<file path="config.mk">
export PLATFORM = sky130hd
export DESIGN_NAME = pearson_hash_sched_flat
export DESIGN_NICKNAME = d
export VERILOG_FILES = /design/src/rtl/pearson_hash_sched_if.sv /design/src/rtl/pearson_hash_sched.sv /design/src/flat_wrapper.sv
export SDC_FILE = /design/constraint.sdc
export NUM_CORES = 1
export LEC_CHECK = 0
export ABC_CLOCK_PERIOD_IN_PS = 2000
export BUFFER_PORTS_ARGS = -buffer_cell sky130_fd_sc_hd__buf_2
export CELL_PAD_IN_SITES_DETAIL_PLACEMENT = 0
export CELL_PAD_IN_SITES_GLOBAL_PLACEMENT = 2
export CORE_ASPECT_RATIO = 0.7
export CORE_MARGIN = 4
export CORE_UTILIZATION = 27
export DETAILED_ROUTE_END_ITERATION = 12
export GPL_TIMING_DRIVEN = 1
export PLACE_DENSITY = 0.84
export SLEW_MARGIN = 25
export SYNTH_ARGS = -nofsm -noshare
export SYNTH_HDL_FRONTEND = slang
export SYNTH_SLANG_ARGS = --single-unit
</file>
<file path="constraint.sdc">
create_clock -name clk -period 2 [get_ports clk]
set_clock_uncertainty 0.1 [all_clocks]
set_input_delay 0.1 -clock clk [delete_from_list [all_inputs] [get_ports clk]]
set_output_delay 0.1 -clock clk [all_outputs]
set_load 0.02 [all_outputs]
</file>
<file path="src/rtl/pearson_hash_sched_if.sv">
// Bundle of requester, result, configuration and table-port signals for pearson_hash_sched.
// The slave modport is the scheduler's view. The master modport is the view of the surrounding environment.
interface pearson_hash_sched_if;
    logic [1:0]  req_valid;
    logic [31:0] req_msg0;
    logic [31:0] req_msg1;
    logic [1:0]  req_ready;
    logic        hash_valid;
    logic [7:0]  hash;
    logic        hash_id;
    logic        hash_ready;
    logic        cfg_we;
    logic [7:0]  cfg_addr;
    logic [7:0]  cfg_data;
    logic        cfg_ready;
    logic        tbl_re;
    logic [7:0]  tbl_addr;
    logic [7:0]  tbl_rdata;
    logic        tbl_we;
    logic [7:0]  tbl_waddr;
    logic [7:0]  tbl_wdata;

    modport slave (
        input  req_valid, req_msg0, req_msg1, hash_ready,
        input  cfg_we, cfg_addr, cfg_data, tbl_rdata,
        output req_ready, hash_valid, hash, hash_id, cfg_ready,
        output tbl_re, tbl_addr, tbl_we, tbl_waddr, tbl_wdata
    );

    modport master (
        output req_valid, req_msg0, req_msg1, hash_ready,
        output cfg_we, cfg_addr, cfg_data, tbl_rdata,
        input  req_ready, hash_valid, hash, hash_id, cfg_ready,
        input  tbl_re, tbl_addr, tbl_we, tbl_waddr, tbl_wdata
    );
endinterface

</file>
<file path="src/rtl/pearson_hash_sched.sv">
// Round-robin sequencer for a shared 8-bit Pearson hash datapath with one synchronous table read port.
// Table writes are accepted only while idle, and they take priority over new messages.
module pearson_hash_sched #(
    parameter logic [7:0] SEED = 8'h00
) (
    input  logic                 clk,
    input  logic                 reset_n,
    pearson_hash_sched_if.slave  bus
);

    typedef enum logic [1:0] {
        S_IDLE,
        S_ISSUE,
        S_CAPTURE,
        S_DONE
    } state_t;

    state_t      r_state, w_state_nxt;
    logic [7:0]  r_h, w_h_nxt;
    logic [31:0] r_msg, w_msg_nxt;
    logic        r_id, w_id_nxt;
    logic [1:0]  r_idx, w_idx_nxt;
    logic        r_last, w_last_nxt;

    logic        w_grant_any;
    logic        w_grant_id;
    logic [7:0]  w_byte;

    // On a tie, the requester that was not granted last wins. Otherwise the single valid requester wins.
    always_comb begin
        w_grant_any = |bus.req_valid;
        w_grant_id  = (bus.req_valid == 2'b11) ? ~r_last : bus.req_valid[1];
    end

    assign w_byte = r_msg[{r_idx, 3'b000} +: 8];

    always_comb begin
        // NOTE: each signal gets a default before the case, so no path through the block leaves a latch.
        w_state_nxt   = r_state;
        w_h_nxt       = r_h;
        w_msg_nxt     = r_msg;
        w_id_nxt      = r_id;
        w_idx_nxt     = r_idx;
        w_last_nxt    = r_last;
        bus.req_ready = 2'b00;
        bus.cfg_ready = 1'b0;
        bus.tbl_we    = 1'b0;
        bus.tbl_waddr = 8'h00;
        bus.tbl_wdata = 8'h00;
        bus.tbl_re    = 1'b0;
        bus.tbl_addr  = 8'h00;
        bus.hash_valid = 1'b0;
        bus.hash      = 8'h00;
        bus.hash_id   = 1'b0;

        unique case (r_state)
            S_IDLE: begin
                bus.cfg_ready = 1'b1;
                if (bus.cfg_we) begin
                    bus.tbl_we    = 1'b1;
                    bus.tbl_waddr = bus.cfg_addr;
                    bus.tbl_wdata = bus.cfg_data;
                end else if (w_grant_any) begin
                    // The grant goes only to a valid requester, so asserting ready means the message is accepted.
                    bus.req_ready = w_grant_id ? 2'b10 : 2'b01;
                    w_msg_nxt     = w_grant_id ? bus.req_msg1 : bus.req_msg0;
                    w_id_nxt      = w_grant_id;
                    w_last_nxt    = w_grant_id;
                    w_h_nxt       = SEED;
                    w_idx_nxt     = 2'd0;
                    w_state_nxt   = S_ISSUE;
                end
            end
            S_ISSUE: begin
                bus.tbl_re   = 1'b1;
                bus.tbl_addr = r_h ^ w_byte;
                w_state_nxt  = S_CAPTURE;
            end
            S_CAPTURE: begin
                w_h_nxt = bus.tbl_rdata;
                if (r_idx == 2'd3) begin
                    w_state_nxt = S_DONE;
                end else begin
                    w_idx_nxt   = r_idx + 2'd1;
                    w_state_nxt = S_ISSUE;
                end
            end
            S_DONE: begin
                bus.hash_valid = 1'b1;
                bus.hash       = r_h;
                bus.hash_id    = r_id;
                if (bus.hash_ready) begin
                    w_state_nxt = S_IDLE;
                end
            end
            default: w_state_nxt = S_IDLE;
        endcase
    end

    // NOTE: state registers use non-blocking assignments, so every flop samples values from before the edge.
    always_ff @(posedge clk or negedge reset_n) begin
        if (!reset_n) begin
            r_state <= S_IDLE;
            r_h     <= 8'h00;
            r_msg   <= 32'h0;
            r_id    <= 1'b0;
            r_idx   <= 2'd0;
            r_last  <= 1'b1;
        end else begin
            r_state <= w_state_nxt;
            r_h     <= w_h_nxt;
            r_msg   <= w_msg_nxt;
            r_id    <= w_id_nxt;
            r_idx   <= w_idx_nxt;
            r_last  <= w_last_nxt;
        end
    end

endmodule
</file>
<file path="src/flat_wrapper.sv">
// flat-port wrapper written by rule: the top's interface ports become plain ports
module pearson_hash_sched_flat 
#(
    parameter logic [7:0] SEED = 8'h00
)
  (clk, reset_n, bus_req_valid, bus_req_msg0, bus_req_msg1, bus_hash_ready, bus_cfg_we, bus_cfg_addr, bus_cfg_data, bus_tbl_rdata, bus_req_ready, bus_hash_valid, bus_hash, bus_hash_id, bus_cfg_ready, bus_tbl_re, bus_tbl_addr, bus_tbl_we, bus_tbl_waddr, bus_tbl_wdata);
  pearson_hash_sched_if bus_i ();
  input  logic clk;
  input  logic reset_n;
  input wire logic [$bits(bus_i.req_valid)-1:0] bus_req_valid;
  input wire logic [$bits(bus_i.req_msg0)-1:0] bus_req_msg0;
  input wire logic [$bits(bus_i.req_msg1)-1:0] bus_req_msg1;
  input wire logic [$bits(bus_i.hash_ready)-1:0] bus_hash_ready;
  input wire logic [$bits(bus_i.cfg_we)-1:0] bus_cfg_we;
  input wire logic [$bits(bus_i.cfg_addr)-1:0] bus_cfg_addr;
  input wire logic [$bits(bus_i.cfg_data)-1:0] bus_cfg_data;
  input wire logic [$bits(bus_i.tbl_rdata)-1:0] bus_tbl_rdata;
  output wire logic [$bits(bus_i.req_ready)-1:0] bus_req_ready;
  output wire logic [$bits(bus_i.hash_valid)-1:0] bus_hash_valid;
  output wire logic [$bits(bus_i.hash)-1:0] bus_hash;
  output wire logic [$bits(bus_i.hash_id)-1:0] bus_hash_id;
  output wire logic [$bits(bus_i.cfg_ready)-1:0] bus_cfg_ready;
  output wire logic [$bits(bus_i.tbl_re)-1:0] bus_tbl_re;
  output wire logic [$bits(bus_i.tbl_addr)-1:0] bus_tbl_addr;
  output wire logic [$bits(bus_i.tbl_we)-1:0] bus_tbl_we;
  output wire logic [$bits(bus_i.tbl_waddr)-1:0] bus_tbl_waddr;
  output wire logic [$bits(bus_i.tbl_wdata)-1:0] bus_tbl_wdata;
  assign bus_i.req_valid = bus_req_valid;
  assign bus_i.req_msg0 = bus_req_msg0;
  assign bus_i.req_msg1 = bus_req_msg1;
  assign bus_i.hash_ready = bus_hash_ready;
  assign bus_i.cfg_we = bus_cfg_we;
  assign bus_i.cfg_addr = bus_cfg_addr;
  assign bus_i.cfg_data = bus_cfg_data;
  assign bus_i.tbl_rdata = bus_tbl_rdata;
  assign bus_req_ready = bus_i.req_ready;
  assign bus_hash_valid = bus_i.hash_valid;
  assign bus_hash = bus_i.hash;
  assign bus_hash_id = bus_i.hash_id;
  assign bus_cfg_ready = bus_i.cfg_ready;
  assign bus_tbl_re = bus_i.tbl_re;
  assign bus_tbl_addr = bus_i.tbl_addr;
  assign bus_tbl_we = bus_i.tbl_we;
  assign bus_tbl_waddr = bus_i.tbl_waddr;
  assign bus_tbl_wdata = bus_i.tbl_wdata;
  pearson_hash_sched #(.SEED(SEED)) u_core (.clk(clk), .reset_n(reset_n), .bus(bus_i));
endmodule
</file>
==> metrics.md, run 1 <==
| Metric | Value |
|---|---|
| Syn_area_per_cell | `11.2 um^2` |
| First drt pass iteration count | `4` |
| Post-layout min period | `1.95 ns` |
| Clock share of power | `17.1%` |
| Worst Tran Pin Value | `0.641 ns` |
| Crit path DAT | `1.75 ns` |
| Maxcap violations | `0` |
| H-tree depth | `2` |
| Asr flop ratio synth | `100%` |
| Synth-to-Final Area Change | `59.2%` |
| Final core utilization | `44.7%` |
| Adder-Cell Fraction of Synth Area | `0.485%` |
| Synth Cell Area | `0.00258 mm^2` |
| Synth cell types | `32` |
| Pint | `0.00335 W` |
| IO Port Bufs | `132` |
| Yosys top cell by area | `dfrtp_1` |
| Slew Viols, Final | `0` |
| Global Route Usage Sum | `15.8%` |
| Clock slew at reported path FFs | `0.06 ns` |
| IO Count | `133` |
| Max-slew headroom | `57.3%` |
| Num rows | `29` |
| Num Clock Sinks | `46` |
| Compound-gate portion of the synthesized area | `25.3%` |
| Core ar. | `0.00918 mm^2` |
| Min Hold Slack | `0.0519 ns` |
| RSZ-0062 raised after global routing | `true` |
| Vias per inst | `4.75` |
| Post-Syn Instances | `231` |
| DRC viols | `0` |
| Flop pwr share | `32.1%` |
| Sw power | `0.00213 W` |
| Power, Total | `0.00549 W` |
| Inserted Clock Buffers | `5` |
| Initial drt markers | `101` |
| Synthesized flop and latch total | `46` |
| Synth Warn # | `0` |
| Post-synth top area share | `43.7%` |
| Final net count | `506` |
| XOR/XNOR Fraction of Synth Area | `2.72%` |
| # diodes | `0` |
| CTS tree | `done` |
| Logic gate share of total power | `50.8%` |
| Filler cell count | `863` |
| Crit path max fanout | `11` |
| Die Height | `89.8 um` |
| Final period util | `97.4%` |
| Vias in the first global route | `2529` |
| CTS max path bufs | `2` |
| DIE AREA | `0.0112 mm^2` |
| Initial Util | `28.1%` |
| Syn nets | `326` |
| Synth Area in Simple Gates | `10.8%` |
| Worst-Skew Late Latency | `0.28 ns` |
| Count leader, synth | `dfrtp_1` |
| Hold WC Path Type | `primary input to register` |
| PD cells | `1340 mW/mm^2` |
| First-pass GRT wire length | `14200 um` |
| Startpoint Class | `register` |
| Crit path required time | `1.80 ns` |
| Switching fraction of total power | `38.9%` |
| R2R setup slack | `0.37 ns` |
| Status | `finished, final reports clean` |
| Post-CTS Setup Bufs | `0` |
| Sequential area share after synthesis | `44.7%` |
| Final GP Congestion | `0.790` |
| Synth top cells by count | `45 x dfrtp_1, 25 x and3_1, 22 x a21boi_0, 22 x a221o_1, 13 x a21oi_1` |
| Final setup violation count | `0` |
| Peak VDD IR | `507 uV` |
| Synth top area cells | `dfrtp_1 44%, a221o_1 8.5%, mux4_2 7.0%` |
| Detail Placement HPWL | `6670 um` |
| Final TNS setup | `0 ns` |
| Crit. End Element | `primary output` |
| DIE WIDTH | `125 um` |
| Setup Crit Path Kind | `register to primary output` |
| Routed WL | `8980 um` |
| WL/cell | `16.8 um` |
| Largest family of logic cells by synthesized area | `compound AO/OA/AOI/OAI gates` |
| Antenna-violating nets left | `0` |
| Largest net degree at the start of global routing | `62` |
| Antenna violations before repair | `0` |
| Most used DFF post-synth | `dfrtp_1` |
| Post-synthesis mux area share | `10.9%` |
| Layout cells sized above 1 | `40.1%` |
| Final Hold Viols | `0` |
| Max Clk Rate | `0.513 GHz` |
| Static leakage | `2.09 nW` |
| GR Overflow Total | `0` |
| Post-synth EDFFs | `0` |
| Root Driver | `clkbuf_16` |
| Routed via count | `2543` |
cell type report:
class	count	area [um^2]	area share, %
Sequential cell	46	1150	28.1
Multi-Input combinational cell	158	1300	31.7
Clock inverter	1	30.0	0.731
Timing Repair Buffer	197	1320	32.1
Tap cell	124	155	3.78
Inverter	3	11.3	0.274
Clock buffer	6	139	3.38
metrics by stage:
step	cell area [um^2]	worst slack (ns)	cells
final	4110	0.0519	535
after global routing	4110	-0.0519	535
after CTS	4100	0.0165	535
after detailed placement	3390	0.326	474
after global placement	3390	0.364	474
after floorplan	2580	0.264	231
repair_timing:
| action | CTS | global route |
|---|---|---|
| setup endpoints to repair | 0 | 9 |
| hold buffers | 54 | 0 |
| hold endpoints to repair | 56 | 0 |
| resized for setup | 0 | 2 |
power by group through the flow:
stage	registers (W)	clock network, W	logic [W]
6_report	0.00176	0.000940	0.00279
5_1_grt	0.00180	0.00101	0.00305
4_1_cts	0.00175	0.000956	0.00281
3_5_place_dp	0.00176	0	0.00272
3_3_place_gp	0.00178	0	0.00266
2_1_floorplan	0.00156	0	0.00199
layout by cell type, fill, tap and decap left out, types with 2 or more instances in the layout:
| cell type | netlist | routed |
|---|---|---|
| a21boi_0 | 22 | 22 |
| a21o_1 | 3 | 3 |
| a21oi_1 | 13 | 13 |
| a221o_1 | 22 | 22 |
| a22o_1 | 8 | 8 |
| a31oi_1 | 10 | 10 |
| and3_1 | 25 | 25 |
| buf_12 | 0 | 2 |
| buf_2 | 7 | 132 |
| buf_4 | 2 | 7 |
| buf_6 | 2 | 2 |
| clkbuf_16 | 0 | 5 |
| dfrtp_1 | 45 | 45 |
| dlygate4sd3_1 | 0 | 54 |
| inv_1 | 3 | 3 |
| mux2i_1 | 10 | 10 |
| mux4_2 | 8 | 8 |
| nand2_1 | 3 | 3 |
| nand2b_1 | 3 | 3 |
| nor2_1 | 10 | 9 |
| nor2b_1 | 2 | 2 |
| o21ai_0 | 2 | 2 |
| xnor2_1 | 8 | 8 |
cells by family (layout without fill, tap and decap cells):
family,count (synthesis),after routing
AO/OA/AOI/OAI,84,84
AND/OR/NAND/NOR,47,47
flip-flops,46,46
buffers and inverters,27,207
multiplexers,18,18
XOR/XNOR,8,8
adder cells (fa/ha/maj),1,1
sequential cells by signal, summed over array words and instances, names as in the netlist:
name and count:
u_core.r_h 8, u_core.r_id 1, u_core.r_last 1, u_core.r_idx 2
u_core.r_state 2, u_core.r_msg 32
critical path, cell delays in order (launching register included):
cell and delay (ns):
dfrtp_1 0.34, buf_6 0.17, mux4_2 0.53, xnor2_1 0.15, nor2_1 0.10, buf_2 0.18
layer usage:
| metal | wire length, um | GRT usage [%] |
|---|---|---|
| met5 | 0 | 0 |
| met4 | 68 | 2.92 |
| met3 | 782 | 4.56 |
| met2 | 3710 | 22.3 |
| met1 | 4410 | 23.8 |
worst paths after layout:
kind / start / endpoint / depth (start not counted)
setup / recovery: u_core.r_idx[0]$_DFFE_PN0P_ / bus_tbl_addr[3] / 5
hold / removal: bus_req_msg1[8] / u_core.r_msg[8]$_DFFE_PN0P_ / 3
setup reg to reg: u_core.r_state[1]$_DFFE_PN0P_ / u_core.r_msg[28]$_DFFE_PN0P_ / 5
hold reg to reg: u_core.r_last$_DFFE_PN1P_ / u_core.r_last$_DFFE_PN1P_ / 1
max in group asynchronous: reset_n / u_core.r_msg[12]$_DFFE_PN0P_ / 3
min in group asynchronous: reset_n / u_core.r_msg[9]$_DFFE_PN0P_ / 2
No activity file was read; power rests on OpenSTA's default activity.
==> run 2: changes to the inputs <==
BUFFER_PORTS_ARGS = unset   (was -buffer_cell sky130_fd_sc_hd__buf_2)
CORE_UTILIZATION = 38   (was 27)
CTS_BUF_LIST = sky130_fd_sc_hd__clkbuf_2   (was unset)
DONT_BUFFER_PORTS = 1   (was unset)
==> run 2 against run 1 <==
Fmax fell by 9.3%. Sequential cell count did not move. First-iteration DRC count rose by 6.9%. Worst hold slack got worse by 0.022 ns. Utilization rose by 13 points. Sequential share of layout area rose by 3.1 points. The flow now finishes with violations (negative setup slack). Routed wire length fell by 9.7%. Count of clock-buffer cells in the layout rose by 1. Die area fell by 27%.
==> metrics.md, run 2 (synthesis results as in run 1) <==
| Metric | Value |
|---|---|
| Crit. End Element | `primary output` |
| Peak VDD IR | `543 uV` |
| Worst-Skew Late Latency | `0.41 ns` |
| H-tree depth | `2` |
| DIE AREA | `0.00819 mm^2` |
| # diodes | `0` |
| CTS tree | `done` |
| Crit path max fanout | `9` |
| Detail Placement HPWL | `4990 um` |
| Most common cell after layout, fill and taps aside | `dlygate4sd3_1` |
| Post-route setup slack | `-0.148 ns` |
| IO Count | `133` |
| Maxcap violations | `0` |
| PD cells | `1370 mW/mm^2` |
| Max-slew headroom | `59.3%` |
| Static leakage | `1.67 nW` |
| Slew Viols, Final | `0` |
| Filler cell count | `527` |
| Routed WL | `8110 um` |
| Regs by FF count | `u_core.r_msg x32, u_core.r_h x8` |
| Final period util | `107%` |
| Most frequent cells in the layout | `76 x dlygate4sd3_1, 45 x dfrtp_1, 25 x and3_1` |
| Initial Util | `40.3%` |
| Vias per inst | `5.54` |
| GR Overflow Total | `0` |
| Setup Crit Path Kind | `register to primary output` |
| Failing checks | `negative setup slack` |
| Final core utilization | `57.9%` |
| Layout cells sized above 1 | `15.5%` |
| Crit path required time | `1.80 ns` |
| Max reg flops | `32` |
| Final GP Congestion | `0.752` |
| Root Driver | `clkbuf_2` |
| Worst Tran Pin Value | `0.609 ns` |
| Num Clock Sinks | `46` |
| Final setup violation count | `8` |
| Core ar. | `0.00640 mm^2` |
| IO Port Bufs | `0` |
| Register bank with the most flops | `u_core.r_msg` |
| DIE WIDTH | `106 um` |
| Vias in the first global route | `2423` |
| Hold WC Path Type | `primary input to register` |
| Clock slew at reported path FFs | `0.24 ns` |
| First-pass GRT wire length | `12800 um` |
| Num rows | `24` |
| Startpoint Class | `register` |
| Post-Place Cells | `316` |
| Die Height | `76.9 um` |
| Final Hold Viols | `0` |
| RSZ-0062 raised after global routing | `true` |
| WL/cell | `19.9 um` |
| Sequential cell area | `0.00115 mm^2` |
| Synth-to-Final Area Change | `43.5%` |
| DRC viols | `0` |
| Routed via count | `2254` |
| Global Route Usage Sum | `19.6%` |
| Largest net degree at the start of global routing | `47` |
| Initial drt markers | `108` |
| Max Clk Rate | `0.466 GHz` |
| Crit path DAT | `1.95 ns` |
| First drt pass iteration count | `4` |
| Status | `finished, violations left` |
| Footprint of the multi-input gates | `0.00131 mm^2` |
| CTS max path bufs | `2` |
| Fin cells | `407` |
| Final net count | `410` |
| Post-layout min period | `2.15 ns` |
| Antenna-violating nets left | `0` |
| Antenna violations before repair | `0` |
| Inserted Clock Buffers | `5` |
-- run 2: report_power, final --
group          switching, W  total [W]  internal (W)
registers          0.000307    0.00167       0.00136
logic               0.00147    0.00289       0.00142
clock network      0.000297   0.000520      0.000223
total               0.00208    0.00508       0.00300
-- run 2: final timing paths --
check	startpoint	endpoint	slack [ns]	depth (start not counted)
setup / recovery	u_core.r_idx[0]$_DFFE_PN0P_	bus_tbl_addr[6]	-0.15	5
hold / removal	bus_cfg_we	u_core.r_msg[3]$_DFFE_PN0P_	0.03	3
setup reg to reg	u_core.r_state[1]$_DFFE_PN0P_	u_core.r_msg[30]$_DFFE_PN0P_	0.23	5
hold reg to reg	u_core.r_id$_DFFE_PN0P_	u_core.r_id$_DFFE_PN0P_	0.42	1
max in group asynchronous	reset_n	u_core.r_last$_DFFE_PN1P_	1.46	2
min in group asynchronous	reset_n	u_core.r_msg[17]$_DFFE_PN0P_	0.09	2
-- run 2: repair_timing --
action                                 in CTS  in global routing
setup buffers                               5                  0
setup endpoints to repair                   9                  9
gates resized for setup                     5                  1
pin swaps                                   1                  1
gates cloned                                1                  0
hold buffers                               77                  0
endpoints found under the hold margin      88                  0
-- run 2: metrics by stage --
stage / setup TNS, ns / setup WS [ns] / cell area (um^2) / power, W / hold slack (ns)
CTS: -1.05 / -0.172 / 3700 / 0.00506 / 0.000831
floorplan: 0 / 0.264 / 2580 / 0.00355 / -0.296
global placement: 0 / 0.287 / 2750 / 0.00422 / -0.294
global route: -1.76 / -0.267 / 3700 / 0.00543 / 0.0131
detailed placement: 0 / 0.269 / 2750 / 0.00426 / -0.294
finish: -0.850 / -0.148 / 3700 / 0.00508 / 0.0299
-- run 2: final cells by class --
type / instances / share of cell area, %
clock buffer: 7 / 0.947
clock inverter: 1 / 0.811
inverter: 3 / 0.304
multi-input combinational: 158 / 35.4
sequential: 46 / 31.1
tap: 91 / 3.08
timing repair buffer: 101 / 28.4
-- run 2: critical path: stages, from the launching register on --
cell and delay (ns):
dfrtp_1 0.40, buf_8 0.16, mux4_2 0.58, xnor2_2 0.16
nor2_1 0.10, buf_4 0.15
-- run 2: metal layers --
layer / global-route usage (%) / vias up / share of wire [%]
li1: - / 1050 / -
met1: 25.6 / 1111 / 43
met2: 33.8 / 87 / 49
met3: 4.78 / 6 / 7.2
met4: 2.94 / 0 / 0.49
met5: 0 / - / 0
